File: src/rtl/cpu_pkg.sv
// cpu_pkg -- definitions shared by the program-counter blocks.
//
// Contents:
//   pc_state_e            lifecycle states of the PC sequencer
//   DEFAULT_RESET_VECTOR  PC after reset (64 bits wide, truncated to XLEN by users)
//   DEFAULT_EXC_VECTOR    exception handler entry (64 bits wide, truncated to XLEN)
package cpu_pkg;

   // BOOT is the single idle cycle after reset.
   // HALT is only left through reset.
   typedef enum logic [1:0] {
      BOOT    = 2'd0,
      RUN     = 2'd1,
      HANDLER = 2'd2,
      HALT    = 2'd3
   } pc_state_e;

   localparam logic [63:0] DEFAULT_RESET_VECTOR = 64'h0;
   localparam logic [63:0] DEFAULT_EXC_VECTOR   = 64'h80;

endpackage

File: src/rtl/pc_ras.sv
// pc_ras -- circular return-address stack.
//
// Parameters: XLEN (entry width), RAS_DEPTH (entries, power of two).
// Ports:
//   clk, reset        clock, synchronous active-high reset
//   push, push_data   push an entry; when full, the oldest entry is overwritten
//   pop               remove the top entry; popping an empty stack flags underflow
//   top               newest entry (undefined while count is 0)
//   count             occupied entries, 0..RAS_DEPTH
//   overflow          one-cycle pulse after a push into a full stack
//   underflow         one-cycle pulse after a pop of an empty stack
module pc_ras #(
   parameter int XLEN      = 32,
   parameter int RAS_DEPTH = 4
) (
   input  logic                           clk,
   input  logic                           reset,
   input  logic                           push,
   input  logic                           pop,
   input  logic [XLEN-1:0]                push_data,
   output logic [XLEN-1:0]                top,
   output logic [$clog2(RAS_DEPTH):0]     count,
   output logic                           overflow,
   output logic                           underflow
);

   localparam int PW = $clog2(RAS_DEPTH);
   localparam int CW = PW + 1;

   logic [XLEN-1:0] stack [RAS_DEPTH];
   logic [PW-1:0]   ptr;

   // ptr is the next free slot. Once the stack is full it also points at the
   // oldest entry, so a push there overwrites it and the ring keeps the newest.
   assign top = stack[ptr - PW'(1)];

   // Entry storage carries no reset; count decides which slots are meaningful.
   always_ff @(posedge clk) begin
      if (!reset && push) begin
         stack[ptr] <= push_data;
      end
   end

   // Pointer, occupancy and the status pulses.
   always_ff @(posedge clk) begin
      if (reset) begin
         ptr       <= '0;
         count     <= '0;
         overflow  <= 1'b0;
         underflow <= 1'b0;
      end else begin
         overflow  <= 1'b0;
         underflow <= 1'b0;
         if (push) begin
            ptr <= ptr + PW'(1);
            if (count == CW'(RAS_DEPTH)) begin
               overflow <= 1'b1;
            end else begin
               count <= count + CW'(1);
            end
         end else if (pop) begin
            if (count == '0) begin
               underflow <= 1'b1;
            end else begin
               ptr   <= ptr - PW'(1);
               count <= count - CW'(1);
            end
         end
      end
   end

endmodule

File: src/rtl/pc_unit.sv
// pc_unit -- program counter sequencer with a return-address stack,
// exception entry/return and double-fault halt.
//
// Parameters: XLEN (32 or 64), RESET_VECTOR, EXC_VECTOR, RAS_DEPTH.
// Ports:
//   clk, reset                  clock, synchronous active-high reset
//   stall                       hold the PC (exceptions are still taken)
//   branch_taken/branch_offset  relative branch from pc+4
//   jump/jump_target/jump_link  region jump, optionally pushing pc+4
//   jr/jr_addr/ret              register jump, optionally popping the RAS
//   exc, eret                   exception request / return
//   pc, pc_plus_4, epc          current PC, its successor, saved exception PC
//   pc_valid/in_handler/halted  state decode
//   ras_count                   occupied RAS entries
//   ras_overflow/ras_underflow  one-cycle RAS pulses
//   addr_err                    one-cycle pulse on a misaligned register jump
module pc_unit
   import cpu_pkg::*;
#(
   parameter int          XLEN         = 32,
   parameter logic [63:0] RESET_VECTOR = DEFAULT_RESET_VECTOR,
   parameter logic [63:0] EXC_VECTOR   = DEFAULT_EXC_VECTOR,
   parameter int          RAS_DEPTH    = 4
) (
   input  logic                        clk,
   input  logic                        reset,
   input  logic                        stall,
   input  logic                        branch_taken,
   input  logic [XLEN-1:0]             branch_offset,
   input  logic                        jump,
   input  logic                        jump_link,
   input  logic                        jr,
   input  logic [XLEN-1:0]             jr_addr,
   input  logic                        ret,
   input  logic                        exc,
   input  logic                        eret,
   input  logic [25:0]                 jump_target,
   output logic [XLEN-1:0]             pc,
   output logic [XLEN-1:0]             pc_plus_4,
   output logic [XLEN-1:0]             epc,
   output logic                        pc_valid,
   output logic                        in_handler,
   output logic                        halted,
   output logic [$clog2(RAS_DEPTH):0]  ras_count,
   output logic                        ras_overflow,
   output logic                        ras_underflow,
   output logic                        addr_err
);

   pc_state_e       state;
   logic [XLEN-1:0] jump_addr;
   logic [XLEN-1:0] branch_addr;
   logic [XLEN-1:0] jr_target;
   logic [XLEN-1:0] ras_top;
   logic            active;
   logic            fault;
   logic            open_slot;
   logic            misaligned_win;
   logic            eret_win;
   logic            jr_win;
   logic            jump_win;
   logic            branch_win;
   logic            ras_push;
   logic            ras_pop;

   // Candidate targets; all adders wrap at 2^XLEN.
   assign pc_plus_4   = pc + XLEN'(4);
   assign branch_addr = pc_plus_4 + branch_offset;
   assign jump_addr   = {pc_plus_4[XLEN-1:28], jump_target, 2'b00};

   // A return with an empty stack falls back to the register target.
   assign jr_target = (ret && ras_count != '0) ? ras_top : jr_addr;

   // Priority chain. open_slot means nothing above addr_err (exception,
   // stall) claimed the cycle; each later winner excludes the earlier ones.
   // eret outside HANDLER is treated as absent so lower events still apply.
   assign active         = (state == RUN) || (state == HANDLER);
   assign open_slot      = active && !exc && !stall;
   assign misaligned_win = open_slot && jr && (jr_target[1:0] != 2'b00);
   assign fault          = (active && exc) || misaligned_win;
   assign eret_win       = open_slot && !misaligned_win && eret && (state == HANDLER);
   assign jr_win         = open_slot && !misaligned_win && !eret_win && jr;
   assign jump_win       = open_slot && !eret_win && !jr && jump;
   assign branch_win     = open_slot && !eret_win && !jr && !jump && branch_taken;

   assign ras_push = jump_win && jump_link;
   assign ras_pop  = jr_win && ret;

   pc_ras #(
      .XLEN      (XLEN),
      .RAS_DEPTH (RAS_DEPTH)
   ) u_ras (
      .clk       (clk),
      .reset     (reset),
      .push      (ras_push),
      .pop       (ras_pop),
      .push_data (pc_plus_4),
      .top       (ras_top),
      .count     (ras_count),
      .overflow  (ras_overflow),
      .underflow (ras_underflow)
   );

   // Lifecycle FSM and PC/EPC registers. A fault in RUN enters the handler;
   // a fault while already in HANDLER is a double fault and halts with pc
   // and epc left untouched.
   always_ff @(posedge clk) begin
      if (reset) begin
         state    <= BOOT;
         pc       <= RESET_VECTOR[XLEN-1:0];
         epc      <= '0;
         addr_err <= 1'b0;
      end else begin
         addr_err <= 1'b0;
         case (state)
            BOOT: begin
               state <= RUN;
            end
            RUN, HANDLER: begin
               if (fault) begin
                  addr_err <= misaligned_win;
                  if (state == RUN) begin
                     epc   <= pc;
                     pc    <= EXC_VECTOR[XLEN-1:0];
                     state <= HANDLER;
                  end else begin
                     state <= HALT;
                  end
               end else if (stall) begin
                  pc <= pc;
               end else if (eret_win) begin
                  pc    <= epc;
                  state <= RUN;
               end else if (jr_win) begin
                  pc <= jr_target;
               end else if (jump_win) begin
                  pc <= jump_addr;
               end else if (branch_win) begin
                  pc <= branch_addr;
               end else begin
                  pc <= pc_plus_4;
               end
            end
            default: begin
               state <= HALT;
            end
         endcase
      end
   end

   assign pc_valid   = active;
   assign in_handler = (state == HANDLER);
   assign halted     = (state == HALT);

endmodule

File: config.mk
export PLATFORM = sky130hd
export DESIGN_NAME = pc_unit
export DESIGN_NICKNAME = d
export VERILOG_FILES = /design/src/rtl/cpu_pkg.sv /design/src/rtl/pc_ras.sv /design/src/rtl/pc_unit.sv
export SDC_FILE = /design/constraint.sdc
export NUM_CORES = 1
export LEC_CHECK = 0
export ABC_AREA = 1
export CAP_MARGIN = 20
export CORE_MARGIN = 2
export CORE_UTILIZATION = 50
export CTS_CLUSTER_SIZE = 16
export DETAILED_ROUTE_END_ITERATION = 7
export PLACE_DENSITY = 0.76
export SLEW_MARGIN = 10
export SYNTH_ARGS = -nofsm -noshare
export SYNTH_HDL_FRONTEND = slang
export SYNTH_SLANG_ARGS = --single-unit
File: constraint.sdc
create_clock -name clk -period 4.7 [get_ports clk]
set_clock_uncertainty 0.15 [all_clocks]
set_input_delay 0.94 -clock clk [delete_from_list [all_inputs] [get_ports clk]]
set_output_delay 0.94 -clock clk [all_outputs]
set_load 0.03 [all_outputs]
==> results of run 1 <==
sequential cells by signal, indices dropped and copies added (netlist names), 2 cells and up:
signal	cells
epc	32
u_ras.count	3
u_ras.ptr	2
state	2
pc	32
u_ras.stack	128
layout make-up:
class,count,area [sq um],share of cell area [%]
antenna,1,2.50,0.0162
clock buffer,24,537,3.46
clock inverter,14,144,0.929
inverter,204,768,4.96
multi-input combinational,1157,6000,38.7
sequential,202,5330,34.4
tap,324,405,2.62
timing repair buffer,240,2310,14.9
metal layers:
layer / global-route usage [%] / share of wire, % / vias up
li1: - / - / 5816
met4: 13.1 / 4.2 / 0
met3: 5.55 / 9.4 / 117
met5: 0 / 0 / -
met1: 47.6 / 41 / 5798
met2: 55.0 / 45 / 642
cell families (layout without fill, tap and decap cells):
kind of cell / Yosys count / after routing / synth area share, %
AND/OR/NAND/NOR: 710 / 710 / 24.0
AO/OA/AOI/OAI: 349 / 349 / 15.4
buffers and inverters: 270 / 482 / 8.89
flip-flops: 202 / 202 / 42.9
adder cells (fa/ha/maj): 49 / 49 / 5.06
XOR/XNOR: 29 / 29 / 2.11
multiplexers: 20 / 20 / 1.61
other: 0 / 1 / 0
power groups by stage:
stage / Sequential [mW] / Combinational [mW] / Clock [mW]
after floorplan: 2.22 / 0.741 / 0
after global placement: 2.08 / 1.45 / 0
after detailed placement: 2.08 / 1.47 / 0
after CTS: 2.04 / 1.48 / 1.68
after global routing: 2.05 / 1.60 / 1.76
final: 2.05 / 1.50 / 1.68
critical path, delay by kind of cell (launching register included):
kind	cells	cell delay [ns]
adder cells (fa/ha/maj)	1	0.33
flip-flops	1	0.44
AND/OR/NAND/NOR	3	0.76
AO/OA/AOI/OAI	1	0.14
buffers and inverters	3	1.04
worst min path at each step:
stage / from / to / slack [ns] / depth (start not counted)
4_1_cts: epc[28]$_SDFFE_PP0P_ / epc[28]$_SDFFE_PP0P_ / 0.32 / 2
2_1_floorplan: u_ras.ptr[1]$_SDFFE_PP0P_ / u_ras.ptr[1]$_SDFFE_PP0P_ / 0.32 / 2
3_3_place_gp: epc[28]$_SDFFE_PP0P_ / epc[28]$_SDFFE_PP0P_ / 0.31 / 2
5_1_grt: epc[24]$_SDFFE_PP0P_ / epc[24]$_SDFFE_PP0P_ / 0.35 / 2
3_5_place_dp: epc[28]$_SDFFE_PP0P_ / epc[28]$_SDFFE_PP0P_ / 0.31 / 2
6_report: epc[28]$_SDFFE_PP0P_ / epc[28]$_SDFFE_PP0P_ / 0.32 / 2
stage by stage:
step           cells  power, mW  cell area [sq um]  hold slack (ns)  setup WS [ns]
6_report        2166       5.22              15500            0.316          0.394
5_1_grt         2165       5.42              15500            0.350          0.260
4_1_cts         2165       5.20              15500            0.322          0.403
3_5_place_dp    2127       3.55              14800            0.313          0.618
3_3_place_gp    2127       3.53              14800            0.312          0.600
2_1_floorplan   1629       2.96              12400            0.322          0.902
synthesized netlist by cell type, drive strengths merged, types with 16 or more instances:
cell | instances | area [sq um]
nand3 | 90 | 483
o22ai | 22 | 138
buf | 26 | 184
a21oi | 132 | 664
nor3 | 21 | 110
clkbuf | 40 | 151
mux2i | 20 | 200
edfxtp | 128 | 3840
o21ai | 150 | 754
dfxtp | 74 | 1480
nor2 | 154 | 603
xor2 | 18 | 165
o211ai | 16 | 120
ha | 47 | 588
nand2 | 411 | 1570
inv | 204 | 768
==> flow_metrics.py, run 1 <==
metrics = {
    "power_and_ir_drop": {
        "power_density_nw_per_um2": 337,
        "switchingPower_mw": 1.75,
        "comb_power_share_pct": 28.7,
        "clkPwrFrac_pct": 32.1,
        "internal-power_mw": 3.48,
        "ir_drop_mv": 0.285,
        "power_frac_seq_pct": 39.2,
        "p_leak_nw": 6.44,
        "swShare_pct": 33.4,
    },
    "setup_path": {
        "critPathLaunchType": "flip-flop",
        "r2r_cells": 19,
        "worstPathCellList": "ha_1, nand3_1, inv_1, nand2_1, inv_1, a21o_1, and2_1, clkdlybuf4s50_1",
        "reg2reg_from": "pc[3]$_SDFFE_PP0P_",
        "slowest_delay_ns": 0.76,
        "cp-endpoint": "pc_plus_4[26]",
        "end_kind": "output pin",
        "path_class": "reg2out",
        "crit_slowest_cell": "clkdlybuf4s50_1",
        "path_common_cell": "inv_1",
        "path_max_fanout": 6,
        "r2r-end": "pc[28]$_SDFFE_PP0P_",
        "cp-startpoint": "pc[3]$_SDFFE_PP0P_",
        "arrival_ns": 3.22,
        "required_ns": 3.61,
        "rrSetupSlack_ns": 0.58,
    },
    "die": {
        "fp.coreArea_sq_um": 24300,
        "die_area_sq_um": 26100,
        "rows": 57,
        "fp.dieW_um": 162,
        "initial_core_util_pct": 51.1,
        "io_pins": 205,
        "fp.dieH_um": 162,
    },
    "drt": {
        "drt_iter0_markers": 1427,
        "wl_mm": 46.0,
        "vias": 12373,
        "drtAntennaViolNets": 0,
        "via_per_inst": 5.71,
        "drc": 0,
        "drt_pass1_iterations": 8,
        "drt-wirelength-per-cell_um": 21.2,
    },
    "final_layout": {
        "layout_commonest_cell": "nand2_1",
        "finalNetCount": 1975,
        "drive_above_1_share_pct": 6.19,
        "syn_to_final_growth_pct": 24.8,
        "final_cell_mix": "nand2_1 (403), clkdlybuf4s50_1 (204), inv_1 (195)",
        "n_fill_cell": 2152,
        "utilization_pct": 63.7,
    },
    "yosys": {
        "synth-edff-count": 128,
        "syn-num-nets": 1778,
        "seq_area_frac_synth_pct": 42.9,
        "ys_ff_latch": 202,
        "ys_types": 50,
        "syn_inst": 1629,
        "ys.flop_type": "edfxtp_1",
        "yosysWarnings": 0,
        "synthArstFlopShare_pct": 0,
        "synth_area_sq_um": 12400,
        "syn_avg_cell_area_sq_um": 7.62,
    },
    "clocking": {
        "cts_resized": 0,
        "cts_tree": "done",
        "cts_buffers": 21,
        "clock_latency_ns": 0.51,
        "cts_buffer_depth": 3,
        "htree_num_levels": 1,
        "cts_root_buffer": "clkbuf_16",
        "hold_buffers": 0,
        "clkSlewWorstSetupHoldPaths_ns": 0.06,
        "clock_sinks": 202,
        "post_cts_buffers": 0,
    },
    "global_route": {
        "grt_max_degree": 71,
        "antenna_found_initial": 0,
        "grtUsageTotal_pct": 34.6,
        "grt_pass1_wl_mm": 68.2,
        "overflow": 0,
        "grt_pass1_vias": 11695,
    },
    "placed_design": {
        "gp_congestion": 1.10,
        "dp_hpwl_mm": 35.0,
        "portBuffers": 204,
    },
    "timing": {
        "setup_viol": 0,
        "fin_crit_sh_pct": 91.6,
        "rsz0062_at_grt": "false",
        "worst_slew_pin_slew_ns": 0.852,
        "slew_headroom_pct": 43.1,
        "tns_ns": 0,
        "fmax_mhz": 232,
        "slew_viol_final": 0,
        "period_needed_ns": 4.31,
        "hold_viol": 0,
    },
    "outcome": {
        "outcome": "complete, no violations",
    },
    "min_path": {
        "hold_path.class": "reg2reg",
    },
    "flow_run": {
        "cap_violations": 0,
    },
}
No activity file was read; power rests on OpenSTA's default activity.
==> run 2: changes to the inputs <==
Settings changed: PLACE_DENSITY 0.76 to not set, PLACE_DENSITY_LB_ADDON set to 0.3.
Clock period 4.7 ns to 4.2 ns, I/O delays scaled along.
==> run 2 against run 1 <==
Sequential share of layout area fell by 0.56 points. Cell area rose by 1.7%. Global-route usage rose by 2.0 points. Clock power rose by 17%. Largest power group unchanged. Non-clock buffer count rose by 21. Highest routed layer unchanged.
==> flow_metrics.py, run 2 (synthesis gave the netlist of run 1 again) <==
metrics = {
    "clocking": {
        "hold_buffers": 0,
        "cts_buffers": 22,
        "cts_buffer_depth": 3,
        "cts_resized": 0,
        "cts_tree": "done",
        "clock_sinks": 202,
        "cts_root_buffer": "clkbuf_16",
        "htree_num_levels": 1,
        "clock_latency_ns": 0.54,
        "post_cts_buffers": 0,
        "clkSlewWorstSetupHoldPaths_ns": 0.06,
    },
    "die": {
        "initial_core_util_pct": 51.1,
        "fp.dieW_um": 162,
        "fp.coreArea_sq_um": 24300,
        "rows": 57,
        "io_pins": 205,
        "fp.dieH_um": 162,
        "die_area_sq_um": 26100,
    },
    "power_and_ir_drop": {
        "swShare_pct": 34.4,
        "internal-power_mw": 3.92,
        "ir_drop_mv": 0.390,
        "power_density_nw_per_um2": 380,
        "switchingPower_mw": 2.06,
        "clkPwrFrac_pct": 32.9,
        "power_frac_seq_pct": 38.2,
        "finalPower_mw": 5.98,
        "comb_power_share_pct": 28.9,
        "p_leak_nw": 6.62,
    },
    "setup_path": {
        "critPathLaunchType": "flip-flop",
        "path_max_fanout": 6,
        "end_kind": "output pin",
        "required_ns": 3.21,
        "path_class": "reg2out",
        "arrival_ns": 3.10,
    },
    "timing": {
        "worst_slew_pin_slew_ns": 0.662,
        "hold_viol": 0,
        "slew_viol_final": 0,
        "slew_headroom_pct": 55.7,
        "tns_ns": 0,
        "fin_crit_sh_pct": 97.4,
        "fmax_mhz": 244,
        "rsz0062_at_grt": "false",
        "period_needed_ns": 4.09,
        "setup_viol": 0,
        "hold_ws_ns": 0.322,
    },
    "final_layout": {
        "drive_above_1_share_pct": 7.83,
        "layout_commonest_cell": "nand2_1",
        "stdcell_count": 2189,
        "finalNetCount": 1997,
        "final_cell_mix": "nand2_1 (403), clkdlybuf4s50_1 (202), inv_1 (195)",
        "regMostFlops": "u_ras.stack",
        "reg_top3": "u_ras.stack (128), epc (32), pc (32)",
        "syn_to_final_growth_pct": 26.9,
        "largest_register_ffs": 128,
        "fin_area_sq_um": 15800,
    },
    "flow_run": {
        "cap_violations": 0,
    },
    "min_path": {
        "hold_path.class": "reg2reg",
    },
    "global_route": {
        "overflow": 0,
        "grt_pass1_wl_mm": 71.1,
        "antenna_found_initial": 1,
        "grt_max_degree": 71,
        "grtUsageTotal_pct": 36.5,
        "grt_pass1_vias": 11708,
    },
    "drt": {
        "drc": 0,
        "wl_met3_mm": 5.12,
        "top_layer_used": "met4",
        "wl_mm": 48.8,
        "m1WireLength_mm": 19.8,
        "vias": 12623,
        "dr_wl_met2_mm": 22.4,
        "drt-wirelength-per-cell_um": 22.3,
        "drt_iter0_markers": 1474,
        "drtAntennaViolNets": 0,
        "drt_pass1_iterations": 6,
        "via_per_inst": 5.77,
    },
    "placed_design": {
        "place_inst": 2148,
        "place_area_sq_um": 15000,
        "dp_hpwl_mm": 37.4,
        "gp_congestion": 1.07,
        "portBuffers": 204,
    },
    "outcome": {
        "outcome": "complete, no violations",
    },
}
run 2: final cells by class:
class | count | area [sq um]
antenna | 1 | 2.50
clock buffer | 26 | 576
clock inverter | 14 | 153
fill | 2114 | 8570
inverter | 204 | 768
multi-input combinational | 1157 | 6020
sequential | 202 | 5330
tap | 324 | 405
timing repair buffer | 261 | 2500
run 2: path summary, 6_finish.rpt:
path                                           from                   to  slack [ns]  cells after the start
worst max-delay path            pc[12]$_SDFFE_PP0P_        pc_plus_4[30]        0.11                      8
worst max register to register   pc[2]$_SDFFE_PP0P_  pc[28]$_SDFFE_PP0P_        0.32                     21
worst min register to register  epc[2]$_SDFFE_PP0P_  epc[2]$_SDFFE_PP0P_        0.32                      2
worst min-delay path            epc[2]$_SDFFE_PP0P_  epc[2]$_SDFFE_PP0P_        0.32                      2
run 2: critical path: stages, from the launching register on:
cell	delay, ns
dfxtp_1	0.52
nand2_1	0.17
nor2_1	0.21
nand2_1	0.11
nor2_1	0.23
nand3b_1	0.16
xor2_2	0.21
inv_1	0.22
clkdlybuf4s50_1	0.72
run 2: power groups by stage:
stage,combinational (mW),clock (mW),sequential [mW]
floorplan,0.829,0,2.48
global placement,1.67,0,2.32
detailed placement,1.68,0,2.32
CTS,1.69,1.98,2.28
global route,1.84,2.06,2.29
finish,1.73,1.97,2.29
run 2: per-stage QoR:
stage,setup slack (ns),util [%]
3_3_place_gp,0.336,61.7
6_report,0.109,64.8
2_1_floorplan,0.402,-
3_5_place_dp,0.346,61.7
5_1_grt,0.0137,64.8
4_1_cts,0.0463,64.6
run 2: metal layers:
metal,vias up,track usage [%]
li1,5835,-
met4,0,10.5
met5,-,0
met3,92,6.88
met1,5972,50.0
met2,724,59.3
==> run 3: changes to the inputs <==
Clock period 4.2 ns to 3.9 ns, I/O delays scaled along.
==> run 3 against run 2 <==
Sequential cell count did not move. Worst setup slack got worse by 0.059 ns. Critical path depth did not move. Register-to-register slack got worse by 0.10 ns. Largest cell class unchanged. Critical path type unchanged. Critical endpoint is now pc_plus_4[15]. Utilization rose by 0.37 points. Wire length fell by 2.1%. Highest routed layer unchanged. Worst hold slack improved by 0.0010 ns. Global-route usage fell by 0.84 points.
==> flow_metrics.py, run 3 (synthesis gave the netlist of run 1 again) <==
metrics = {
    "die": {
        "io_pins": 205,
        "die_area_sq_um": 26100,
        "fp.dieH_um": 162,
        "rows": 57,
        "initial_core_util_pct": 51.1,
        "fp.dieW_um": 162,
        "fp.coreArea_sq_um": 24300,
    },
    "final_layout": {
        "layout_commonest_cell": "nand2_1",
        "final_cell_mix": "nand2_1 (403), inv_1 (194), clkdlybuf4s50_1 (193)",
        "regMostFlops": "u_ras.stack",
        "fin_area_sq_um": 15800,
        "finalNetCount": 2013,
        "n_fill_cell": 2083,
        "largest_register_ffs": 128,
        "reg_top3": "u_ras.stack (128), epc (32), pc (32)",
        "syn_to_final_growth_pct": 27.6,
        "utilization_pct": 65.1,
        "stdcell_count": 2207,
        "drive_above_1_share_pct": 8.67,
    },
    "timing": {
        "slew_viol_final": 0,
        "worst_slew_pin_slew_ns": 0.697,
        "layout_setup_ws_ns": 0.0496,
        "tns_ns": 0,
        "fin_crit_sh_pct": 98.7,
        "setup_viol": 0,
        "fmax_mhz": 260,
        "slew_headroom_pct": 53.5,
        "hold_viol": 0,
        "rsz0062_at_grt": "false",
        "period_needed_ns": 3.85,
        "hold_ws_ns": 0.323,
    },
    "setup_path": {
        "path_max_fanout": 6,
        "rrSetupSlack_ns": 0.22,
        "arrival_ns": 2.92,
        "critPathLaunchType": "flip-flop",
        "end_kind": "output pin",
        "required_ns": 2.97,
        "path_class": "reg2out",
    },
    "power_and_ir_drop": {
        "p_leak_nw": 6.80,
        "ir_drop_mv": 0.354,
        "finalPower_mw": 6.31,
        "power_density_nw_per_um2": 398,
    },
    "drt": {
        "drt_pass1_iterations": 6,
        "vias": 12587,
        "drc": 0,
        "drt-wirelength-per-cell_um": 21.6,
        "via_per_inst": 5.70,
        "drtAntennaViolNets": 0,
        "wl_mm": 47.7,
        "drt_iter0_markers": 1312,
    },
    "global_route": {
        "grtUsageTotal_pct": 35.7,
        "overflow": 0,
        "grt_pass1_wl_mm": 70.1,
        "grt_max_degree": 71,
        "grt_pass1_vias": 11850,
        "antenna_found_initial": 3,
    },
    "placed_design": {
        "gp_congestion": 1.00,
        "place_ws_ns": 0.136,
        "place_inst": 2163,
        "place_area_sq_um": 15100,
        "dp_hpwl_mm": 37.1,
        "portBuffers": 204,
    },
    "clocking": {
        "cts_tree": "done",
        "clock_sinks": 202,
        "clock_latency_ns": 0.52,
        "cts_root_buffer": "clkbuf_16",
        "htree_num_levels": 1,
        "cts_buffer_depth": 3,
        "cts_buffers": 22,
        "clkSlewWorstSetupHoldPaths_ns": 0.06,
    },
    "min_path": {
        "hold_path.class": "reg2reg",
    },
    "flow_run": {
        "cap_violations": 0,
    },
    "outcome": {
        "outcome": "complete, no violations",
    },
}
## run 3: cell types whose count changed in the layout (fill, tap and decap cells not counted), sizes merged
cell,previous run,this run
dlygate4sd2,0,3
buf,57,73
diode,1,4
clkinv,9,8
bufinv,2,1
clkbuf,26,29
dlymetal6s2s,2,8
inv,206,204
clkdlybuf4s50,202,193
## run 3: layout make-up
type                       instances  area, sq um  area share, %
multi-input combinational       1157         6020           38.0
sequential                       202         5330           33.6
timing repair buffer             277         2620           16.5
inverter                         204          768           4.85
clock buffer                      29          597           3.77
tap                              324          405           2.56
clock inverter                    10         97.6          0.616
antenna                            4         10.0         0.0632
## run 3: power breakdown
group	internal [mW]	switching, mW	leakage [nW]
Clock	1.15	0.853	0.338
Sequential	2.38	0.0829	1.65
Combinational	0.648	1.20	4.81
## run 3: repair_timing
| action | 4_1_cts | 5_1_grt |
|---|---|---|
| gates resized for setup | 3 | 16 |
| buffers inserted | 0 | 1 |
| hold buffers | 0 | 0 |
| endpoints found under the setup margin | 3 | 18 |
| pin swaps | 0 | 1 |
## run 3: metal layers
layer  up-vias  GRT usage (%)  wire length [um]
met5         -              0                 0
met4         0           11.0              1490
li1       5886              -                 -
met3        86           5.57              4440
met1      5949           48.8             19700
met2       666           58.5             22000
## run 3: final timing paths
| check | cells past startpoint | from | endpoint |
|---|---|---|---|
| worst min register to register | 2 | epc[14]$_SDFFE_PP0P_ | epc[14]$_SDFFE_PP0P_ |
| worst min-delay path | 2 | epc[14]$_SDFFE_PP0P_ | epc[14]$_SDFFE_PP0P_ |
| worst max register to register | 20 | pc[3]$_SDFFE_PP0P_ | pc[28]$_SDFFE_PP0P_ |
| worst max-delay path | 8 | pc[14]$_SDFFE_PP0P_ | pc_plus_4[15] |
## run 3: critical path, stage by stage (launching register included)
cell and delay, ns:
dfxtp_1 0.48, nand2_1 0.14, nor2_2 0.18, nand2_1 0.11
nor2_2 0.24, xor2_1 0.19, buf_4 0.17, buf_4 0.19
clkdlybuf4s50_1 0.69
